==> config.mk <==
export PLATFORM = sky130hd
export DESIGN_NAME = mem_initiator
export DESIGN_NICKNAME = d
export VERILOG_FILES = /design/src/rtl/mem_pkg.sv /design/src/rtl/mem_initiator.sv
export SDC_FILE = /design/constraint.sdc
export NUM_CORES = 1
export LEC_CHECK = 0
export ABC_CLOCK_PERIOD_IN_PS = 4600
export CAP_MARGIN = 40
export CORE_MARGIN = 4
export CORE_UTILIZATION = 35
export DETAILED_ROUTE_END_ITERATION = 8
export PLACE_DENSITY = 0.8
export SKIP_CTS_REPAIR_TIMING = 1
export SLEW_MARGIN = 20
export SYNTH_ARGS = -nofsm -noshare
export SYNTH_HDL_FRONTEND = slang
export SYNTH_SLANG_ARGS = --single-unit
==> constraint.sdc <==
create_clock -name clock -period 4.6 [get_ports clock]
set_input_delay 0.46 -clock clock [delete_from_list [all_inputs] [get_ports clock]]
set_output_delay 0.46 -clock clock [all_outputs]
set_load 0.05 [all_outputs]
==> src/rtl/mem_pkg.sv <==
// Shared definitions for the memory initiator: default widths, FSM encoding, channel ids.
// Latency: n/a (types and constants only).
// Backpressure: n/a.
package mem_pkg;

  localparam int ADDR_W_DEF = 8;
  localparam int DATA_W_DEF = 16;

  // One access in flight at a time: accept in IDLE, drive memory in ACCESS,
  // pulse the owning channel's valid in RESPOND.
  typedef enum logic [1:0] {
    IDLE    = 2'd0,
    ACCESS  = 2'd1,
    RESPOND = 2'd2
  } state_t;

  // Owner of the access currently held in the holding registers.
  localparam logic CH_FETCH = 1'b0;
  localparam logic CH_DATA  = 1'b1;

endpackage

==> src/rtl/mem_initiator.sv <==
// Arbitrates instruction-fetch and load/store requests onto one single-port memory.
// Latency: request accepted at edge N, memory driven in cycle N, registered valid in cycle N+1.
// Backpressure: both readies low while busy; load/store has fixed priority over fetch in IDLE.
module mem_initiator
  import mem_pkg::*;
#(
  parameter int ADDR_W = ADDR_W_DEF,
  parameter int DATA_W = DATA_W_DEF
) (
  input  logic              clock,
  input  logic              reset,
  input  logic              fetch_req,
  input  logic [ADDR_W-1:0] fetch_addr,
  output logic              fetch_ready,
  output logic              fetch_valid,
  output logic [DATA_W-1:0] fetch_data,
  input  logic              data_req,
  input  logic              data_we,
  input  logic [ADDR_W-1:0] data_addr,
  input  logic [DATA_W-1:0] data_wdata,
  output logic              data_ready,
  output logic              data_valid,
  output logic [DATA_W-1:0] data_rdata,
  output logic [ADDR_W-1:0] mem_address,
  output logic              mem_write_enable,
  output logic [DATA_W-1:0] mem_wdata,
  input  logic [DATA_W-1:0] mem_rdata,
  output logic              busy
);

  state_t            state;
  state_t            state_nxt;
  logic [ADDR_W-1:0] hold_addr;
  logic              hold_we;
  logic [DATA_W-1:0] hold_wdata;
  logic              hold_ch;
  logic              accept_data;
  logic              accept_fetch;
  logic              in_access;

  assign in_access = (state == ACCESS);

  // The holding registers keep the last access, so the memory bus shows the
  // held address/data outside ACCESS as well.
  assign mem_address = hold_addr;
  assign mem_wdata   = hold_wdata;

  // State register; reset drops straight to IDLE, which kills any write enable at once.
  always_ff @(posedge clock or posedge reset) begin
    if (reset) begin
      state <= IDLE;
    end else begin
      state <= state_nxt;
    end
  end

  // Next-state, arbitration and combinational handshake / memory-strobe outputs.
  always_comb begin
    state_nxt        = state;
    busy             = 1'b1;
    data_ready       = 1'b0;
    fetch_ready      = 1'b0;
    accept_data      = 1'b0;
    accept_fetch     = 1'b0;
    mem_write_enable = 1'b0;
    case (state)
      IDLE: begin
        busy         = 1'b0;
        data_ready   = 1'b1;
        fetch_ready  = ~data_req;
        accept_data  = data_req;
        accept_fetch = fetch_req & ~data_req;
        if (data_req || fetch_req) begin
          state_nxt = ACCESS;
        end
      end
      ACCESS: begin
        // Only a data-channel store may write; the fetch path never sets hold_we.
        mem_write_enable = hold_we & (hold_ch == CH_DATA);
        state_nxt        = RESPOND;
      end
      RESPOND: begin
        state_nxt = IDLE;
      end
      default: begin
        state_nxt = IDLE;
      end
    endcase
  end

  // Latch the winning request; fetch leaves the write-data register untouched.
  always_ff @(posedge clock or posedge reset) begin
    if (reset) begin
      hold_addr  <= '0;
      hold_we    <= 1'b0;
      hold_wdata <= '0;
      hold_ch    <= CH_FETCH;
    end else if (accept_data) begin
      hold_addr  <= data_addr;
      hold_we    <= data_we;
      hold_wdata <= data_wdata;
      hold_ch    <= CH_DATA;
    end else if (accept_fetch) begin
      hold_addr  <= fetch_addr;
      hold_we    <= 1'b0;
      hold_ch    <= CH_FETCH;
    end
  end

  // Capture read data at the end of ACCESS and raise the owner's one-cycle valid.
  always_ff @(posedge clock or posedge reset) begin
    if (reset) begin
      fetch_valid <= 1'b0;
      data_valid  <= 1'b0;
      fetch_data  <= '0;
      data_rdata  <= '0;
    end else begin
      fetch_valid <= in_access && (hold_ch == CH_FETCH);
      data_valid  <= in_access && (hold_ch == CH_DATA);
      if (in_access && (hold_ch == CH_FETCH)) begin
        fetch_data <= mem_rdata;
      end
      if (in_access && (hold_ch == CH_DATA) && !hold_we) begin
        data_rdata <= mem_rdata;
      end
    end
  end

endmodule

==> key figures, run 1 <==
Synthesis
  – Mean Syn Cell Area: 15.3 um^2
  – Yosys warns: 0
  – Fraction of registers with async set/reset: 1.00
  – Post-synth top area cell: dfrtp_1
  – Synth Area in Adders: 0
  – Synthesized flop and latch total: 62
  – Synth cell count leaders: 62 x dfrtp_1, 29 x mux2_2, 19 x mux2_4
  – Synthesized area: 2570 um^2
  – Synth Area in XOR/XNOR: 0
  – Top cells by area, synth: dfrtp_1 60%, mux2_2 13%, mux2_4 11%, a22oi_1 2.3%, a31oi_1 2.0%
  – Top-area cell type share of the netlist area: 0.605
  – Post-synthesis mux area share: 0.238
  – Syn_nets: 221
  – Mapped Cells: 168
  – Synth Flop Type: dfrtp_1
  – Distinct cells, synth: 24
  – Simple-gate share of the synthesized area: 0.0551
  – Largest family of logic cells by synthesized area: multiplexers
  – Compound-cell area share of the yosys netlist: 0.0634
  – Post-synth EDFFs: 0
  – Sequential fraction of the synthesis area: 0.605
  – Most frequent cell after synthesis: dfrtp_1

Drt
  – DR vias: 1783
  – Highest metal used: met4
  – Vias/cell: 4.58
  – Initial DRC Count: 46
  – DRT Pass-1 Iters: 4
  – Wire length per cell: 15.4 um
  – Met2 routed WL: 2910 um
  – Routed WL: 6000 um
  – Met3 wire length: 465 um
  – M1 WL: 2580 um
  – DRC: 0
  – ANT nets after route: 0

STA
  – Worst Tran Pin Value: 734 ps
  – Fin Setup TNS: 0 ps
  – Unrepaired setup endpoints after global routing: no
  – Final Cycle Share: 0.598
  – Setup violators final: 0
  – Fin. max-slew vios: 0
  – Fmax: 363 MHz
  – Final hold violations: 0
  – Slew HR: 0.510
  – Final Critical Period: 2750 ps
  – Layout Skew: 8.48 ps

Floorplanning
  – Core Box Area: 6940 um^2
  – DIE AREA: 8770 um^2
  – Site Rows: 30
  – I/O pin count: 115
  – Die X: 93.6 um
  – Die Y: 93.6 um
  – Initial core utilization: 0.370

Setup path
  – Arrival time worst endpoint: 2290 ps
  – CP Cell Sequence: or2_2 -> clkinv_1 -> clkdlybuf4s50_1
  – Crit path launch type: flop
  – Crit path max fanout: 12
  – CP Class: reg -> out
  – CP max stage delay: 850 ps
  – Crit. End Element: primary output
  – Slowest stage cell, crit path: clkdlybuf4s50_1
  – CP required: 4140 ps

Cells and area
  – Final nets: 341
  – Antenna fix cells: 0
  – Layout cell share with drive strength beyond 1: 0.256
  – FILL cells: 580
  – Finished Cell Area: 4060 um^2
  – Register area: 1550 um^2
  – Area of the multi-input gates: 916 um^2
  – Area grow syn2layout: 58.4%

Clock tree
  – Clk pin slew, worst setup/hold paths: 70 ps
  – Clock latency on the worst-skew pair: 330 ps
  – CTS Buf Count: 9
  – CTS max path bufs: 2
  – Root Buffer: clkbuf_8
  – H-tree Lvls: 3
  – TritonCTS clock tree: done
  – Sink Count: 62

Min path
  – HP Class: in -> async

GRT
  – Largest net degree at the start of global routing: 63
  – First-pass GRT wire length: 9600 um
  – Overall routing resource usage: 0.142
  – Initial antenna violation count: 0
  – Total gr overflow: 0
  – Vias in the first global route: 1911

Placed design
  – Port Buffer Count: 114
  – Hpwl dp: 4330 um
  – Area after DPL: 3790 um^2
  – Final RePlAce weighted congestion: 0.722

Run status
  – Run status: finished, final reports clean

Run
  – Max-cap violations: 0
## logic make-up (layout without fill, tap and decap cells)
group                  Yosys count  in the layout
AO/OA/AOI/OAI                   26             26
multiplexers                    48             48
flip-flops                      62             62
buffers and inverters           12            137
AND/OR/NAND/NOR                 20             20
## per-stage QoR
stage / instances / hold slack (ps) / setup slack, ps / utilization
finish: 389 / 395 / 1850 / 0.585
detailed placement: 372 / 493 / 2000 / 0.546
CTS: 388 / 510 / 1830 / 0.581
global placement: 370 / 490 / 1890 / 0.540
global route: 389 / 380 / 1770 / 0.585
floorplan: 168 / 493 / 2450 / -
## layout by cell type (no fill, tap or decap)
cell             netlist  routed
nor2b_4                1       1
nor2b_1                8       8
mux2_2                29      29
and3_2                 1       1
and2b_1                1       1
and2_2                 1       1
a21o_1                 1       1
mux2_4                19      19
buf_16                 0       2
a31oi_1                8       8
inv_2                  0       1
o21ai_0                9       9
dfrtp_1               62      62
clkinv_4               0       1
nand2_1                2       2
buf_4                  1       1
clkbuf_8               0      10
or2_2                  1       1
and3_4                 1       1
clkinv_1               1       1
buf_8                  0       1
nor2_1                 3       3
bufinv_16              0       3
clkinv_2               0       2
nor3b_4                1       1
clkdlybuf4s50_1        0     114
a22oi_1                8       8
inv_1                  2       1
## layout make-up
type | instances | share of cell area
flip-flops and latches | 62 | 0.382
repair buffers | 118 | 0.300
multi-input cells | 94 | 0.225
clock buffers | 10 | 0.0339
well taps | 96 | 0.0296
clock inverters | 6 | 0.0268
inverters | 3 | 0.00277
## registers in the layout, summed over array words and instances, names as in the netlist
| name | count |
|---|---|
| mem_address | 8 |
| hold_ch | 1 |
| fetch_valid | 1 |
| state | 2 |
| hold_we | 1 |
| data_rdata | 16 |
| fetch_data | 16 |
| data_valid | 1 |
| mem_wdata | 16 |
## worst max-delay path, delay by kind of cell, from the launching register on
| kind | cells | cell delay [ps] |
|---|---|---|
| buffers and inverters | 2 | 1070 |
| DFF | 1 | 450 |
| and+or+nand+nor | 1 | 450 |
## routing by layer
| layer | global-route usage | vias up |
|---|---|---|
| met1 | 0.186 | 866 |
| li1 | - | 837 |
| met3 | 0.0410 | 5 |
| met4 | 0.0578 | 0 |
| met2 | 0.220 | 75 |
| met5 | 0 | - |
## worst paths after layout
path | end | depth (start not counted) | slack [ps] | start
max in group asynchronous | mem_address[0]$_DFFE_PP0P_ | 4 | 3740 | reset
min | data_rdata[2]$_DFFE_PP0P_ | 3 | 390 | reset
max | data_ready | 3 | 1850 | state[1]$_DFFE_PP0P_
min reg2reg | data_rdata[13]$_DFFE_PP0P_ | 1 | 510 | data_rdata[13]$_DFFE_PP0P_
min in group clock | data_rdata[13]$_DFFE_PP0P_ | 1 | 510 | data_rdata[13]$_DFFE_PP0P_
max reg2reg | mem_wdata[12]$_DFFE_PP0P_ | 3 | 2790 | state[1]$_DFFE_PP0P_
Power of run 1 is not shown: default switching activity piles up to over one toggle a cycle in this logic, so the estimate is an artifact.
==> run 2, diff against run 1 <==
- ABC_CLOCK_PERIOD_IN_PS: 4600 -> 2830
- clock period: 4.6 -> 2.83 ns (I/O delays scaled with it)
==> run 2 against run 1 <==
Net effect: cell area shrank 0.99%; largest cell class unchanged; setup slack lost 1600 ps; via count grew 0.79%; critical path type unchanged; register-to-register slack lost 1600 ps; sequential share of layout area grew 0.38 points; critical path depth is the same; cell count is the same; hold slack lost 140 ps; non-clock buffer count is the same; first-iteration DRC count shrank 13%.
==> key figures, run 2 (same netlist as run 1, synthesis figures left out) <==
Drt
  – Highest metal used: met4
  – Met3 wire length: 439 um
  – Wire length per cell: 15.6 um
  – DRC: 0
  – DR vias: 1797
  – ANT nets after route: 0
  – Initial DRC Count: 40
  – Met2 routed WL: 2960 um
  – M1 WL: 2630 um
  – DRT Pass-1 Iters: 4
  – Routed WL: 6090 um
  – Vias/cell: 4.62

Placed design
  – Port Buffer Count: 114
  – Final RePlAce weighted congestion: 0.812
  – Area after DPL: 3760 um^2
  – DP Cell Count: 372
  – Hpwl dp: 4370 um

STA
  – Min Hold Slack: 255 ps
  – Worst Tran Pin Value: 589 ps
  – Unrepaired setup endpoints after global routing: no
  – Fmax: 394 MHz
  – Fin. max-slew vios: 0
  – Final hold violations: 0
  – Setup violators final: 0
  – Final Critical Period: 2540 ps
  – Slew HR: 0.606
  – Layout Skew: 9.16 ps
  – Fin Setup TNS: 0 ps
  – Final Cycle Share: 0.898

Setup path
  – Worst r2r path cells: 3
  – Arrival time worst endpoint: 2260 ps
  – Crit path max fanout: 12
  – RR Startpoint: state[1]$_DFFE_PP0P_
  – CP required: 2550 ps
  – Crit. End Element: primary output
  – CP endpoint: data_ready
  – FF-to-FF End: mem_wdata[5]$_DFFE_PP0P_
  – Crit path launch type: flop
  – CP Class: reg -> out
  – Reg2Reg Setup Slack: 1180 ps
  – Critical path origin: state[1]$_DFFE_PP0P_

Floorplanning
  – Core Box Area: 6940 um^2
  – Site Rows: 30
  – Die Y: 93.6 um
  – DIE AREA: 8770 um^2
  – I/O pin count: 115
  – Initial core utilization: 0.370
  – Die X: 93.6 um

Clock tree
  – TritonCTS clock tree: done
  – Root Buffer: clkbuf_8
  – Clk pin slew, worst setup/hold paths: 60 ps
  – CTS Buf Count: 9
  – CTS max path bufs: 2
  – Sink Count: 62
  – H-tree Lvls: 3
  – Clock latency on the worst-skew pair: 320 ps

Run
  – Max-cap violations: 0

Cells and area
  – Commonest non-fill, non-tap cells in the layout: 114 x clkdlybuf4s50_1, 62 x dfrtp_1, 29 x mux2_2
  – Post-Layout Cell Count: 389
  – Area grow syn2layout: 56.8%
  – Area of the multi-input gates: 916 um^2
  – Antenna fix cells: 0
  – Finished Cell Area: 4020 um^2
  – FILL cells: 578
  – Commonest non-fill, non-tap cell in the layout: clkdlybuf4s50_1
  – Register area: 1550 um^2
  – Layout cell share with drive strength beyond 1: 0.253
  – Final nets: 341

GRT
  – First-pass GRT wire length: 9760 um
  – Largest net degree at the start of global routing: 63
  – Total gr overflow: 0
  – Vias in the first global route: 1946
  – Initial antenna violation count: 0
  – Overall routing resource usage: 0.143

Run status
  – Run status: finished, final reports clean

Min path
  – HP Class: in -> async
-- run 2: cell type report --
type / instances / share of cell area
clock inverters: 3 / 0.0162
well taps: 96 / 0.0299
clock buffers: 13 / 0.0420
flip-flops and latches: 62 / 0.386
inverters: 3 / 0.00280
multi-input cells: 94 / 0.228
repair buffers: 118 / 0.296
-- run 2: how the worst min path moves through the flow --
stage                                   startpoint                        to  slack, ps  cells past startpoint
after CTS                 mem_wdata[6]$_DFFE_PP0P_  mem_wdata[6]$_DFFE_PP0P_        510                      1
after global placement    mem_wdata[8]$_DFFE_PP0P_  mem_wdata[8]$_DFFE_PP0P_        490                      1
final                                        reset  mem_wdata[7]$_DFFE_PP0P_        250                      3
after global routing                         reset  mem_wdata[4]$_DFFE_PP0P_        240                      3
after detailed placement  mem_wdata[6]$_DFFE_PP0P_  mem_wdata[6]$_DFFE_PP0P_        500                      1
after floorplan                            data_we       hold_we$_DFFE_PP0P_        400                      2
-- run 2: worst max-delay path: stages, from the launching register on --
cell	delay (ps)
dfrtp_1	440
or2_2	440
clkinv_1	210
clkdlybuf4s50_1	840
-- run 2: per-stage QoR --
step,setup WS [ps],utilization
after floorplan,858,-
after global placement,678,0.542
after detailed placement,603,0.542
after CTS,286,0.575
after global routing,210,0.579
final,289,0.579
-- run 2: per-layer routing --
layer | global-route usage | vias to the layer above
met4 | 0.0433 | 0
li1 | - | 837
met2 | 0.233 | 71
met1 | 0.179 | 884
met5 | 0 | -
met3 | 0.0507 | 5
Power of run 2 is left out for the same reason.
==> run 3, diff against run 2 <==
- ABC_CLOCK_PERIOD_IN_PS: 2830 -> 2300
- CORE_MARGIN: 4 -> 5
- PLACE_DENSITY: 0.8 -> 0.83
- clock period: 2.83 -> 2.3 ns (I/O delays scaled with it)
==> run 3 against run 2 <==
Net effect: core utilization decreased by 3.0 points; hold slack better by 71 ps; non-clock buffer count unchanged; highest routed layer unchanged; first-iteration DRC count up 28%; cell area down 1.5%; clock skew fell by 2.4 ps; via count grew 0.78%; wire length is 0.76% lower; cell count rose by 0.77%; largest cell class unchanged.
==> key figures, run 3 (same netlist as run 1, synthesis figures left out) <==
Drt
  – DRT Pass-1 Iters: 4
  – DRC: 0
  – DR vias: 1811
  – ANT nets after route: 0
  – Wire length per cell: 15.4 um
  – Vias/cell: 4.62
  – Routed WL: 6040 um
  – Initial DRC Count: 51

Placed design
  – Final RePlAce weighted congestion: 0.737
  – Area after DPL: 3780 um^2
  – Port Buffer Count: 114
  – Hpwl dp: 4380 um

Clock tree
  – Clock latency on the worst-skew pair: 320 ps
  – Root Buffer: clkbuf_8
  – Sink Count: 62
  – Clk pin slew, worst setup/hold paths: 70 ps
  – TritonCTS clock tree: done
  – H-tree Lvls: 3
  – CTS Buf Count: 9
  – CTS max path bufs: 2

Setup path
  – Crit. End Element: primary output
  – RR Startpoint: state[1]$_DFFE_PP0P_
  – CP endpoint: busy
  – CP required: 2070 ps
  – Reg2Reg Setup Slack: 750 ps
  – Crit path max fanout: 12
  – Critical path origin: state[1]$_DFFE_PP0P_
  – Crit path launch type: flop
  – FF-to-FF End: mem_address[4]$_DFFE_PP0P_
  – CP Class: reg -> out
  – Worst r2r path cells: 4
  – Arrival time worst endpoint: 1950 ps

Floorplanning
  – DIE AREA: 9140 um^2
  – Die Y: 95.6 um
  – I/O pin count: 115
  – Core Box Area: 7210 um^2
  – Site Rows: 31
  – Die X: 95.6 um
  – Initial core utilization: 0.356

STA
  – Setup violators final: 0
  – Fmax: 459 MHz
  – Slew HR: 0.600
  – Layout Skew: 6.78 ps
  – Fin. max-slew vios: 0
  – Unrepaired setup endpoints after global routing: no
  – Final hold violations: 0
  – Final Cycle Share: 0.947
  – Fin Setup TNS: 0 ps
  – Final Critical Period: 2180 ps
  – Worst Tran Pin Value: 598 ps

Cells and area
  – Area of the multi-input gates: 916 um^2
  – Commonest non-fill, non-tap cell in the layout: clkdlybuf4s50_1
  – Finished Cell Area: 3960 um^2
  – Area grow syn2layout: 54.5%
  – Antenna fix cells: 0
  – Final nets: 341
  – Register area: 1550 um^2
  – Layout cell share with drive strength beyond 1: 0.253
  – Commonest non-fill, non-tap cells in the layout: 112 x clkdlybuf4s50_1, 62 x dfrtp_1, 29 x mux2_2
  – Final core utilization: 0.549
  – FILL cells: 632

GRT
  – Total gr overflow: 0
  – First-pass GRT wire length: 9520 um
  – Overall routing resource usage: 0.135
  – Largest net degree at the start of global routing: 63
  – Vias in the first global route: 1942
  – Initial antenna violation count: 0

Run status
  – Run status: finished, final reports clean

Run
  – Max-cap violations: 0

Min path
  – HP Class: in -> async
==> run 3: cell count changes in the layout (fill, tap and decap cells not counted), sizes merged <==
cell           previous run  this run
buf                       4         6
bufinv                    2         1
clkbuf                   13        12
clkdlybuf4s50           114       112
clkinv                    2         3
clkinvlp                  0         1
==> run 3: worst min-delay path by stage <==
stage / startpoint / end / cells after the start
final: reset / data_rdata[7]$_DFFE_PP0P_ / 3
after global routing: reset / data_rdata[3]$_DFFE_PP0P_ / 3
after CTS: reset / data_rdata[0]$_DFFE_PP0P_ / 3
after detailed placement: data_rdata[12]$_DFFE_PP0P_ / data_rdata[12]$_DFFE_PP0P_ / 1
after global placement: fetch_data[9]$_DFFE_PP0P_ / fetch_data[9]$_DFFE_PP0P_ / 1
after floorplan: data_we / hold_we$_DFFE_PP0P_ / 2
==> run 3: cell type report <==
cell class              instances  share of cell area
clock inverters                 4              0.0120
clock buffers                  12              0.0341
well taps                      99              0.0313
multi-input cells              94               0.231
flip-flops and latches         62               0.391
inverters                       3             0.00284
repair buffers                118               0.297
==> run 3: routing by layer <==
layer / GRT usage / routed length [um] / vias to the layer above
li1: - / - / 839
met1: 0.170 / 2620 / 896
met2: 0.216 / 2940 / 73
met3: 0.0426 / 453 / 3
met4: 0.0557 / 25 / 0
met5: 0 / 0 / -
==> run 3: critical path, stage by stage, from the launching register on <==
cell             delay [ps]
dfrtp_1                 440
or2_2                   440
clkdlybuf4s50_1         750
==> run 3: through the flow <==
step / setup slack (ps) / hold slack [ps] / std cells
6_report: 122 / 325 / 392
3_3_place_gp: 484 / 489 / 376
2_1_floorplan: 381 / 347 / 168
3_5_place_dp: 470 / 495 / 376
4_1_cts: 103 / 320 / 392
5_1_grt: 64.6 / 347 / 392
Power of run 3 is left out for the same reason.
